[config.mk]
export PLATFORM = sky130hd
export DESIGN_NAME = sram_uart_dumper
export DESIGN_NICKNAME = d
export VERILOG_FILES = /design/src/rtl/sram_uart_dumper_pkg.sv /design/src/rtl/sram_uart_dumper.sv
export SDC_FILE = /design/constraint.sdc
export NUM_CORES = 1
export LEC_CHECK = 0
export CAP_MARGIN = 20
export CORE_AREA = 2 2 78 80
export DETAILED_ROUTE_END_ITERATION = 7
export DIE_AREA = 0 0 80 82
export PLACE_DENSITY = 0.78
export SLEW_MARGIN = 15
export SYNTH_ARGS = -nofsm -noshare
export SYNTH_HDL_FRONTEND = slang
export SYNTH_SLANG_ARGS = --single-unit
export TNS_END_PERCENT = 20
[constraint.sdc]
create_clock -name clk -period 3.05 [get_ports clk]
set_input_delay 0.61 -clock clk [delete_from_list [all_inputs] [get_ports clk]]
set_output_delay 0.61 -clock clk [all_outputs]
set_load 0.02 [all_outputs]
[src/rtl/sram_uart_dumper_pkg.sv]
// Shared constants and state encoding for the SRAM-to-UART read-back dumper.
package sram_uart_dumper_pkg;

  localparam int          DEF_ADDR_W     = 5;
  localparam int          BYTES_PER_WORD = 4;
  localparam int          DEF_DATA_W     = 8 * BYTES_PER_WORD;
  localparam int          DEF_NUM_WORDS  = 32;
  localparam logic [7:0]  DEF_SYNC_BYTE  = 8'hA5;

  typedef enum logic [2:0] {
    ST_IDLE  = 3'd0,
    ST_SYNC  = 3'd1,
    ST_FETCH = 3'd2,
    ST_CAPT  = 3'd3,
    ST_SEND  = 3'd4,
    ST_CSUM  = 3'd5,
    ST_DONE  = 3'd6
  } state_t;

  // Byte-index width that stays legal when a word holds a single byte.
  function automatic int idx_width(input int bpw);
    return (bpw > 1) ? $clog2(bpw) : 1;
  endfunction

endpackage

[src/rtl/sram_uart_dumper.sv]
// Reads NUM_WORDS SRAM words and streams them to the UART transmitter as
// SYNC_BYTE, data bytes (LSB first per word), then an 8-bit additive checksum.
module sram_uart_dumper
  import sram_uart_dumper_pkg::*;
#(
  parameter int         ADDR_W    = DEF_ADDR_W,
  parameter int         DATA_W    = DEF_DATA_W,
  parameter int         NUM_WORDS = DEF_NUM_WORDS,
  parameter logic [7:0] SYNC_BYTE = DEF_SYNC_BYTE
) (
  input  logic              clk,
  input  logic              rst_n,
  input  logic              start,
  output logic              busy,
  output logic              done,
  output logic              mem_req,
  input  logic              mem_gnt,
  output logic              csb_n,
  output logic              we_n,
  output logic [3:0]        wmask,
  output logic [ADDR_W-1:0] addr,
  input  logic [DATA_W-1:0] sram_data_out,
  input  logic              tx_ready,
  output logic              tx_enable,
  output logic              tx_valid,
  output logic [7:0]        tx_data_in
);

  localparam int                BPW       = DATA_W / 8;
  localparam int                IDX_W     = idx_width(BPW);
  localparam logic [IDX_W-1:0]  LAST_IDX  = IDX_W'(BPW - 1);
  localparam logic [ADDR_W-1:0] LAST_WORD = ADDR_W'(NUM_WORDS - 1);

  state_t              state;
  state_t              state_next;
  logic [ADDR_W-1:0]   counter;
  logic [IDX_W-1:0]    idx;
  logic [DATA_W-1:0]   word_q;
  logic [7:0]          csum;
  logic                armed;
  logic [DATA_W-1:0]   word_shifted;
  logic [7:0]          cur_byte;

  assign word_shifted = word_q >> {idx, 3'b000};
  assign cur_byte     = word_shifted[7:0];

  always_ff @(posedge clk or negedge rst_n) begin
    if (!rst_n) state <= ST_IDLE;
    else        state <= state_next;
  end

  always_comb begin
    state_next = state;
    case (state)
      ST_IDLE:  if (start && armed) state_next = ST_SYNC;
      ST_SYNC:  if (tx_ready)       state_next = ST_FETCH;
      ST_FETCH: if (mem_gnt)        state_next = ST_CAPT;
      ST_CAPT:                      state_next = ST_SEND;
      ST_SEND: begin
        if (tx_ready && idx == LAST_IDX)
          state_next = (counter == LAST_WORD) ? ST_CSUM : ST_FETCH;
      end
      ST_CSUM:  if (tx_ready)       state_next = ST_DONE;
      ST_DONE:                      state_next = ST_IDLE;
      default:                      state_next = ST_IDLE;
    endcase
  end

  // armed blocks a start sampled on the first edge after reset release.
  always_ff @(posedge clk or negedge rst_n) begin
    if (!rst_n) begin
      counter <= '0;
      idx     <= '0;
      word_q  <= '0;
      csum    <= '0;
      armed   <= 1'b0;
    end else begin
      armed <= 1'b1;
      case (state)
        ST_IDLE: begin
          if (start && armed) begin
            counter <= '0;
            csum    <= '0;
          end
        end
        ST_CAPT: begin
          word_q <= sram_data_out;
          idx    <= '0;
        end
        ST_SEND: begin
          if (tx_ready) begin
            csum <= csum + cur_byte;
            if (idx != LAST_IDX)
              idx <= idx + 1'b1;
            else if (counter != LAST_WORD)
              counter <= counter + 1'b1;
          end
        end
        default: ;
      endcase
    end
  end

  always_comb begin
    busy       = 1'b0;
    done       = 1'b0;
    mem_req    = 1'b0;
    csb_n      = 1'b1;
    tx_valid   = 1'b0;
    tx_data_in = 8'h00;
    case (state)
      ST_SYNC: begin
        busy       = 1'b1;
        tx_valid   = 1'b1;
        tx_data_in = SYNC_BYTE;
      end
      ST_FETCH: begin
        busy    = 1'b1;
        mem_req = 1'b1;
        csb_n   = ~mem_gnt;
      end
      ST_CAPT: begin
        busy    = 1'b1;
        mem_req = 1'b1;
      end
      ST_SEND: begin
        busy       = 1'b1;
        tx_valid   = 1'b1;
        tx_data_in = cur_byte;
      end
      ST_CSUM: begin
        busy       = 1'b1;
        tx_valid   = 1'b1;
        tx_data_in = csum;
      end
      ST_DONE: done = 1'b1;
      default: ;
    endcase
  end

  assign tx_enable = busy;
  assign we_n      = 1'b1;
  assign wmask     = 4'b0000;
  assign addr      = counter;

endmodule
# Word-level counts from Yosys, hierarchy flattened
# Index checks and enable logic that the tools add are counted.
# op_classes
n_mux,24
shift,1
n_bitwise,1
addsub,3
n_reduce_logical,12
n_eq_ne,19
# ops
op,n
$shr 32x5->8,1
$pmux 8 s3,1
$mux 5,4
$ne 2x2->1 const B,10
$mux 3,6
$pmux 3 s6,1
$mux 8,2
$pmux 8 s2,1
$pmux 5 s2,1
$reduce_and 5->1,2
$eq 3x3->1 const B,3
$add 8x8->8,1
$eq 3x2->1 const B,2
$reduce_and 3->1,2
$add 5x1->5 const B,1
$eq 5x5->1 const B,1
$mux 1,5
$ne 5x5->1 const B,1
$reduce_or 5->1,1
$mux 2,2
$pmux 2 s2,1
$reduce_bool 2->1,2
$eq 3x1->1 const B,1
$logic_not 3->1,1
6 further kinds,7
# word_totals
inputBits,37
regBits,51
elab_cells,66
out_inout_bits,24

# Depth between registers and ports, before layout
# Gate-level depths: netlist (run 1).
# logic_depth
word_depth,5
mapped_depth,9
mapped_depth_nobuf,8

# Worst setup path before layout (run 1)
# No wires, ideal clock.
# synth_timing
path_kind,reg2reg
startpoint,register idx[0]
endpoint,register csum[6]
period_less_slack_ps,2515
arrival_time_ps,2432
required_time_ps,2967
slack_ps,535
path_buffers,1
setup_time_ps,83
path_stages_with_launch,10
path_cell_list,dfrtp_1 > buf_6 > mux4_1 > ha_1 > fa_1 > a21o_1 > a21o_1 > a211oi_1 > nor3b_1 > o21ai_0
# synth_via
elab_chain_cells,4
# synth_lines
item,line,source
from (decl),sram_uart_dumper.sv:37,logic [IDX_W-1:0] idx;
from (signal assigned),sram_uart_dumper.sv:94,idx <= idx + 1'b1;
$shr 32x5->8,sram_uart_dumper.sv:44,"assign word_shifted = word_q >> {idx, 3'b000};"
$add 8x8->8,sram_uart_dumper.sv:92,csum <= csum + cur_byte;
$mux 8,sram_uart_dumper.sv:91,if (tx_ready) begin
$pmux 8 s2,sram_uart_dumper.sv:79,case (state)
to (signal assigned),sram_uart_dumper.sv:92,
to (decl),sram_uart_dumper.sv:39,logic [7:0] csum;
# Every way passes these cells. The select of a mux whose other input is x is not followed.
# A chain may end at the register's enable or synchronous reset.

# Worst setup path in the final report (run 1)
# layout_timing
startpoint,register idx[0]
endpoint,output tx_data_in[1]
# layout_via
elab_chain_cells,2
# layout_lines
item,line,source
$shr 32x5->8,sram_uart_dumper.sv:44,
$pmux 8 s3,sram_uart_dumper.sv:111,case (state)
to (decl),sram_uart_dumper.sv:26,output logic [7:0] tx_data_in
# Every way passes these cells.

==> metrics.yaml, run 1 <==
global_route:
  gr-total-overflow: 0
  grt_max_degree: 35
  grtUsageTotal_pct: 18.4
  grt_pass1_wl_um: 9320
  grt_antenna_before_repair: 0
  grt_pass1_vias: 1954
drt:
  antenna_left: 0
  drc_errors: 0
  num_vias: 2072
  first_pass_iters: 5
  viasPerCell: 5.48
  wl_per_cell_um: 15.0
  first_iter_violations: 102
  drt_wl_total_um: 5660
final_layout:
  drive_gt1_share_pct: 17.8
  area_growth_syn_to_layout_pct: 24.5
  fin_nets: 350
  diodes: 0
timing:
  grt_setup_unrepaired: "false"
  hold_viol: 0
  fin_crit_ns: 2.89
  finClkSkew_ns: 0.00582
  slew_violations: 0
  fin_tns_setup_ns: 0
  period_share_pct: 94.9
  slew-limit-headroom_pct: 51.6
  setup_violations: 0
  worst_slack_ns: 0.156
  worst_pin_slew_ns: 0.724
  fmax_ghz: 0.345
logic_synthesis:
  synth_top_cell_by_area: "dfrtp_1"
  synth_top_cell_area_share_pct: 45.3
  synth-main-ff-cell: "dfrtp_1"
  synthesis.area_um2: 2820
  synth-edff-count: 0
  synth_area_per_cell_um2: 11.4
  postSynth.asyncResetShare_pct: 100
  synthCells: 247
  yosys_warnings: 0
  ys_types: 44
  yosysSeqAreaShare_pct: 45.3
  ys_ff_latch: 51
  synth_area_leaders: "dfrtp_1, mux2_2, mux4_1"
setup_path:
  cp-end-kind: "primary output"
  reg2reg_slack_ns: 0.34
  critPathArrivalTime_ns: 2.28
  required_ns: 2.44
  regToRegEndpoint: "csum[6]"
  rr_worst_depth: 8
  path_class: "reg -> out"
  start_kind: "register"
  path_max_fanout: 10
  r2r-start: "idx[0]"
die:
  initial_core_util_pct: 49.0
  die_area_um2: 6560
  fp.coreArea_um2: 5750
  num_rows: 28
  die_h_um: 82
  num_io_pins: 61
  die_x_um: 80
power_and_ir_drop:
  p_per_area_nw_per_um2: 990
  max-vdd-ir-drop_v: 0.000499
  p_leak_uw: 0.00150
clocking:
  cts_max_level: 2
  clk_path_buf_depth: 2
  cts_tree: "yes"
  clk_pin_slew_worst_paths_ns: 0.09
  root_buffer: "clkbuf_8"
  cts_hold_buf: 0
  clkLatencyLatePin_ns: 0.30
  numCtsBuffers: 5
  cts.sinks: 51
flow_run:
  maxCapViolations: 0
placement:
  gp_congestion: 0.840
  dpl.hpwl_um: 4340
  port_buffers: 55
  post-place-ws_ns: 0.202
outcome:
  outcome: "complete, no violations"
min_path:
  hold_path_class: "in -> async"
-- sequential cells by signal (all words and copies together), names as in the netlist --
| name | flops |
|---|---|
| word_q | 32 |
| csum | 8 |
| addr | 5 |
| state | 3 |
| idx | 2 |
| armed | 1 |
-- final cells by class --
cell class                      instances  area, um2
Fill cell                             500       2240
Tap cell                               75       93.8
Multi-Input combinational cell        180       1450
Sequential cell                        51       1280
Timing Repair Buffer                   62        598
Inverter                                2       7.51
Clock inverter                          2       12.5
Clock buffer                            6       72.6
-- cells in the mapped netlist (3+ instances only) --
cell type   n
dfrtp_1    51
mux2_2     32
nand2_1    28
a21oi_1    14
o21ai_0    14
ha_1       10
nor2_1     10
clkbuf_1    7
mux4_1      7
buf_4       6
nand3_1     6
mux2i_1     5
a21o_1      4
buf_2       4
xnor2_1     4
nand3b_1    3
nor2b_1     3
nor3b_1     3
-- worst max path at each step --
| stage | slack [ns] | cells after the start | end | start |
|---|---|---|---|---|
| 2_1_floorplan | 0.53 | 9 | csum[6] | idx[0] |
| 3_3_place_gp | 0.30 | 8 | csum[6] | idx[0] |
| 3_5_place_dp | 0.20 | 8 | csum[6] | idx[0] |
| 4_1_cts | 0.14 | 4 | tx_data_in[1] | idx[0] |
| 5_1_grt | 0.07 | 4 | tx_data_in[1] | idx[0] |
| 6_report | 0.16 | 4 | tx_data_in[1] | idx[0] |
-- per-layer routing --
layer	routed length, um	share of wire, %	vias to the layer above	track usage, %
li1	-	-	1000	-
met1	2600	46	1003	24.8
met2	2730	48	64	30.9
met3	280	4.9	5	3.52
met4	53	0.94	0	4.58
met5	0	0	-	0
-- worst max-delay path, stage by stage, from the launching register on --
cell and delay, ns:
dfrtp_2 0.53, mux4_1 0.68, mux2i_1 0.16, nor2_1 0.06, clkdlybuf4s50_1 0.54
-- per-stage QoR --
step | utilization (%) | hold slack [ns] | instance area [um2] | std cells | total power [uW]
after floorplan | - | 0.314 | 2830 | 251 | 2580
after detailed placement | 59.5 | 0.490 | 3420 | 370 | 3110
after global routing | 61.0 | 0.317 | 3510 | 378 | 3720
after CTS | 61.0 | 0.309 | 3510 | 378 | 3490
after global placement | 59.5 | 0.479 | 3420 | 370 | 3030
final | 61.0 | 0.298 | 3510 | 378 | 3470
-- what timing repair did --
item,CTS,global route
setup endpoints to repair,1,0
gates resized for setup,1,0
setup buffers,0,0
-- cells by family after synthesis --
logic type                 Yosys count  share of synthesized area (%)
buffers and inverters               20                           3.91
and+or+nand+nor                     66                           11.4
AOI/OAI and AO/OA                   48                           10.8
xor gates and xnor gates             4                           1.24
other                                2                          0.267
adders and majority gates           11                           5.15
muxes                               45                           21.9
DFF                                 51                           45.3
-- power by group --
group	leakage [uW]	internal [uW]	total [uW]	switching, uW
Combinational	0.000837	999	1850	856
Clock	0.0000412	161	378	217
Sequential	0.000626	976	1240	265
Total	0.00150	2140	3470	1340
-- cells in the final DEF, fill, tap and decap left out, types with 3 or more instances in the layout --
cell / netlist / routed
nor2b_1: 3 / 3
nand2_1: 28 / 28
nor2_1: 10 / 10
clkbuf_8: 0 / 5
dfrtp_1: 51 / 50
nand3b_1: 3 / 3
mux2_2: 32 / 32
a21oi_1: 14 / 14
buf_4: 6 / 7
mux4_1: 7 / 7
mux2i_1: 5 / 5
nor3b_1: 3 / 3
conb_1: 2 / 6
nand3_1: 6 / 6
o21ai_0: 14 / 14
a21o_1: 4 / 4
clkdlybuf4s50_1: 0 / 54
ha_1: 10 / 10
xnor2_1: 4 / 4
Power figures use the tool's default switching activity.
==> inputs of run 2 (changes only) <==
Settings changed: CORE_AREA 2 2 78 80 to 2 2 93 95, DIE_AREA 0 0 80 82 to 0 0 95 97, MAX_ROUTING_LAYER from default to met4, PLACE_DENSITY 0.78 to default.
==> run 2 against run 1 <==
  * Sequential power hardly changed
  * Cell count is 8.5% higher
  * Final area is 2.3% higher
  * Critical endpoint is now tx_data_in[2]
  * Largest cell class unchanged
==> metrics.yaml, run 2 (same netlist as run 1, synthesis figures left out) <==
clocking:
  clkLatencyLatePin_ns: 0.31
  root_buffer: "clkbuf_8"
  numCtsBuffers: 5
  clk_pin_slew_worst_paths_ns: 0.10
  clk_path_buf_depth: 2
  cts_max_level: 2
  cts.sinks: 51
  cts_tree: "yes"
drt:
  wl_per_cell_um: 14.9
  drt_wl_total_um: 6120
  first_pass_iters: 4
  viasPerCell: 5.03
  antenna_left: 0
  first_iter_violations: 115
  drc_errors: 0
  num_vias: 2063
timing:
  setup_violations: 0
  worst_pin_slew_ns: 0.702
  slew-limit-headroom_pct: 53.1
  fin_tns_setup_ns: 0
  hold_viol: 0
  fin_crit_ns: 2.86
  slew_violations: 0
  period_share_pct: 93.7
  fmax_ghz: 0.350
  grt_setup_unrepaired: "false"
  worst_slack_ns: 0.191
  finClkSkew_ns: 0.00496
setup_path:
  cp-end-kind: "primary output"
  required_ns: 2.44
  path_max_fanout: 5
  critPathArrivalTime_ns: 2.25
  slowest_stage: "mux4_1"
  start_kind: "register"
  path_class: "reg -> out"
  crit_chain: "buf_4 > mux4_1 > nand2_1 > a21oi_1 > clkdlybuf4s50_1"
  critPathMaxStageDelay_ns: 0.62
power_and_ir_drop:
  p_leak_uw: 0.00153
  max-vdd-ir-drop_v: 0.000291
  p_per_area_nw_per_um2: 1010
  p_total_uw: 3610
final_layout:
  layout_common_cells: "clkdlybuf4s50_1, dfrtp_1, mux2_2"
  largest-register: "word_q"
  largest_register_ff_count: 32
  fin_nets: 352
  fin_util_pct: 44.1
  fin_cells: 410
  final_common_cell: "clkdlybuf4s50_1"
  num-fill-cells: 781
  diodes: 0
  drive_gt1_share_pct: 18.7
  area_growth_syn_to_layout_pct: 27.4
placement:
  gp_congestion: 0.894
  post-place-ws_ns: 0.259
  port_buffers: 55
  numPlacedInstances: 399
  dpl.hpwl_um: 4580
global_route:
  grtUsageTotal_pct: 14.5
  grt_pass1_wl_um: 10300
  grt_max_degree: 35
  grt_pass1_vias: 2105
  grt_antenna_before_repair: 0
  gr-total-overflow: 0
die:
  num_io_pins: 61
  die_x_um: 95
  die_area_um2: 9220
  initial_core_util_pct: 34.6
  die_h_um: 97
  fp.coreArea_um2: 8130
  num_rows: 33
outcome:
  outcome: "complete, no violations"
min_path:
  hold_path_class: "in -> async"
flow_run:
  maxCapViolations: 0
[run 2: critical path: cells and delay by family, from the launching register on]
family | cells | cell delay [ns]
simple gates | 1 | 0.10
flops | 1 | 0.43
compound gates | 1 | 0.08
buf+inv | 2 | 0.71
mux | 1 | 0.62
[run 2: area by class of cell]
cell class	instances	area (um2)	area share (%)
clock buffers	5	68.8	1.92
clock inverters	3	43.8	1.22
inverters	2	7.51	0.209
multi-input cells	180	1450	40.3
flip-flops and latches	51	1280	35.6
well taps	105	131	3.66
repair buffers	64	613	17.1
[run 2: final timing paths]
path	startpoint	end	slack, ns	cells past startpoint
worst max-delay path	idx[0]	tx_data_in[2]	0.19	5
worst min-delay path	rst_n	armed	0.23	1
worst max register to register	idx[0]	csum[6]	0.35	9
worst min register to register	word_q[13]	word_q[13]	0.50	1
max in group asynchronous	rst_n	idx[0]	2.00	2
min in group clk	word_q[13]	word_q[13]	0.50	1
[run 2: power breakdown]
part | switching [uW] | leakage (uW) | internal [uW]
clock | 235 | 0.0000581 | 245
sequential | 239 | 0.000626 | 975
combinational | 890 | 0.000848 | 1020
total | 1360 | 0.00153 | 2240
[run 2: per-layer routing]
layer / routed length, um / share of wire, % / up-vias / global-route usage [%]
li1: - / - / 1002 / -
met1: 2930 / 48 / 1003 / 20.2
met2: 2920 / 48 / 53 / 21.9
met3: 210 / 3.4 / 5 / 2.34
met4: 56 / 0.92 / 0 / 4.12
met5: 0 / 0 / - / -
[run 2: metrics by stage]
| step | hold WS, ns | instance area, um2 |
|---|---|---|
| finish | 0.230 | 3590 |
| floorplan | 0.314 | 2830 |
| CTS | 0.222 | 3560 |
| global placement | 0.483 | 3450 |
| global route | 0.240 | 3590 |
| detailed placement | 0.485 | 3450 |
[run 2: repair_timing]
item / in CTS / in global routing
setup endpoints to repair: 2 / 2
hold buffers: 0 / 0
hold endpoints to repair: 0 / 0
resized for setup: 1 / 0
buffers inserted: 0 / 3
==> inputs of run 3 (changes only) <==
Settings changed: PLACE_DENSITY from default to 0.59.
==> run 3 against run 2 <==
  * First-iteration DRC count shrank 47%
  * Global-route usage shrank 0.51 points
  * Count of clock-buffer cells in the layout grew 1
  * Via count shrank 2.2%
  * Combinational power is essentially flat
  * Final area grew 0.35%
  * Clock power grew 14%
==> metrics.yaml, run 3 (same netlist as run 1, synthesis figures left out) <==
outcome:
  outcome: "complete, no violations"
clocking:
  cts_max_level: 2
  numCtsBuffers: 5
  clkLatencyLatePin_ns: 0.30
  cts_tree: "yes"
  clk_path_buf_depth: 2
  root_buffer: "clkbuf_8"
  cts.sinks: 51
  clk_pin_slew_worst_paths_ns: 0.09
  cts_hold_buf: 0
drt:
  wl_per_cell_um: 14.3
  first_pass_iters: 4
  drc_errors: 0
  num_vias: 2017
  antenna_left: 0
  drt_wl_total_um: 5850
  first_iter_violations: 61
  viasPerCell: 4.93
power_and_ir_drop:
  switching_share_pct: 36.6
  power_frac_seq_pct: 33.1
  p_leak_uw: 0.00153
  p_total_uw: 3660
  clkPwrFrac_pct: 15.0
  p_int_uw: 2320
  p_per_area_nw_per_um2: 1020
  max-vdd-ir-drop_v: 0.000344
  switchingPower_uw: 1340
  power_frac_comb_pct: 51.9
setup_path:
  required_ns: 2.44
  cp-end-kind: "primary output"
  path_class: "reg -> out"
  critPathArrivalTime_ns: 2.22
  path_max_fanout: 4
  crit_chain: "buf_4 > mux4_1 > mux2i_1 > nor2_1 > clkdlybuf4s50_1"
  slowest_stage: "mux4_1"
  critPathMaxStageDelay_ns: 0.60
  start_kind: "register"
flow_run:
  maxCapViolations: 0
final_layout:
  final_common_cell: "clkdlybuf4s50_1"
  fin_util_pct: 44.3
  largest_register_ff_count: 32
  drive_gt1_share_pct: 18.1
  diodes: 0
  num-fill-cells: 773
  fin_nets: 351
  layout_common_cells: "clkdlybuf4s50_1, dfrtp_1, mux2_2"
  area_growth_syn_to_layout_pct: 27.8
  largest-register: "word_q"
global_route:
  gr-total-overflow: 0
  grtUsageTotal_pct: 14.0
  grt_pass1_vias: 2005
  grt_antenna_before_repair: 0
  grt_max_degree: 39
  grt_pass1_wl_um: 9850
timing:
  setup_violations: 0
  grt_setup_unrepaired: "false"
  slew-limit-headroom_pct: 50.0
  fin_crit_ns: 2.83
  hold_viol: 0
  worst_pin_slew_ns: 0.749
  finClkSkew_ns: 0.00732
  slew_violations: 0
  fmax_ghz: 0.353
  period_share_pct: 92.8
  fin_tns_setup_ns: 0
die:
  num_io_pins: 61
  fp.coreArea_um2: 8130
  num_rows: 33
  initial_core_util_pct: 34.6
  die_h_um: 97
  die_x_um: 95
  die_area_um2: 9220
min_path:
  hold_path_class: "in -> async"
placement:
  gp_congestion: 0.823
  dpl.hpwl_um: 4440
  port_buffers: 55
run 3: changes by cell type in the layout (fill, tap and decap cells not counted):
cell	previous run	this run
clkbuf_1	0	1
bufinv_16	1	2
clkinv_4	1	0
buf_4	9	8
clkinv_2	1	0
run 3: layer usage:
| layer | vias up | track usage [%] | wire, um |
|---|---|---|---|
| met2 | 58 | 21.3 | 2700 |
| met4 | 0 | 4.46 | 91 |
| met5 | - | - | 0 |
| met1 | 954 | 18.9 | 2820 |
| li1 | 998 | - | - |
| met3 | 7 | 2.49 | 237 |
run 3: worst paths after layout:
path / to / depth (start not counted) / startpoint / slack [ns]
max in group asynchronous: idx[0] / 2 / rst_n / 2.04
min in group clk: word_q[27] / 1 / word_q[27] / 0.51
hold reg to reg: word_q[27] / 1 / word_q[27] / 0.51
setup / recovery: tx_data_in[3] / 5 / idx[0] / 0.22
setup reg to reg: csum[6] / 9 / idx[0] / 0.34
hold / removal: state[2] / 1 / rst_n / 0.20
run 3: area by class of cell:
cell class / count / area, um2 / area share (%)
multi-input cells: 180 / 1450 / 40.1
clock buffers: 6 / 72.6 / 2.02
repair buffers: 63 / 606 / 16.8
clock inverters: 2 / 60.1 / 1.67
inverters: 2 / 7.51 / 0.209
well taps: 105 / 131 / 3.65
flip-flops and latches: 51 / 1280 / 35.5
run 3: through the flow:
step	instances	area (um2)	setup WS [ns]	hold WS (ns)
2_1_floorplan	251	2830	0.535	0.314
3_3_place_gp	399	3450	0.333	0.482
3_5_place_dp	399	3450	0.297	0.488
4_1_cts	407	3580	0.0852	0.205
5_1_grt	409	3600	0.120	0.210
6_report	409	3600	0.218	0.198
run 3: critical path: cells and delay by family (launching register included):
kind	cells	cell delay, ns
flip-flops	1	0.41
multiplexers	2	0.78
buffers and inverters	2	0.67
AND/OR/NAND/NOR	1	0.06
run 3: timing repair:
item | 4_1_cts | 5_1_grt
setup buffers | 0 | 2
setup endpoints to repair | 2 | 1
gates cloned | 0 | 0
resized for setup | 1 | 0
run 3: power groups by stage:
stage | clock [uW] | combinational [uW] | sequential [uW]
floorplan | 0 | 1470 | 1110
global placement | 0 | 1840 | 1230
detailed placement | 0 | 1870 | 1240
CTS | 568 | 1880 | 1230
global route | 591 | 2090 | 1260
finish | 548 | 1900 | 1210
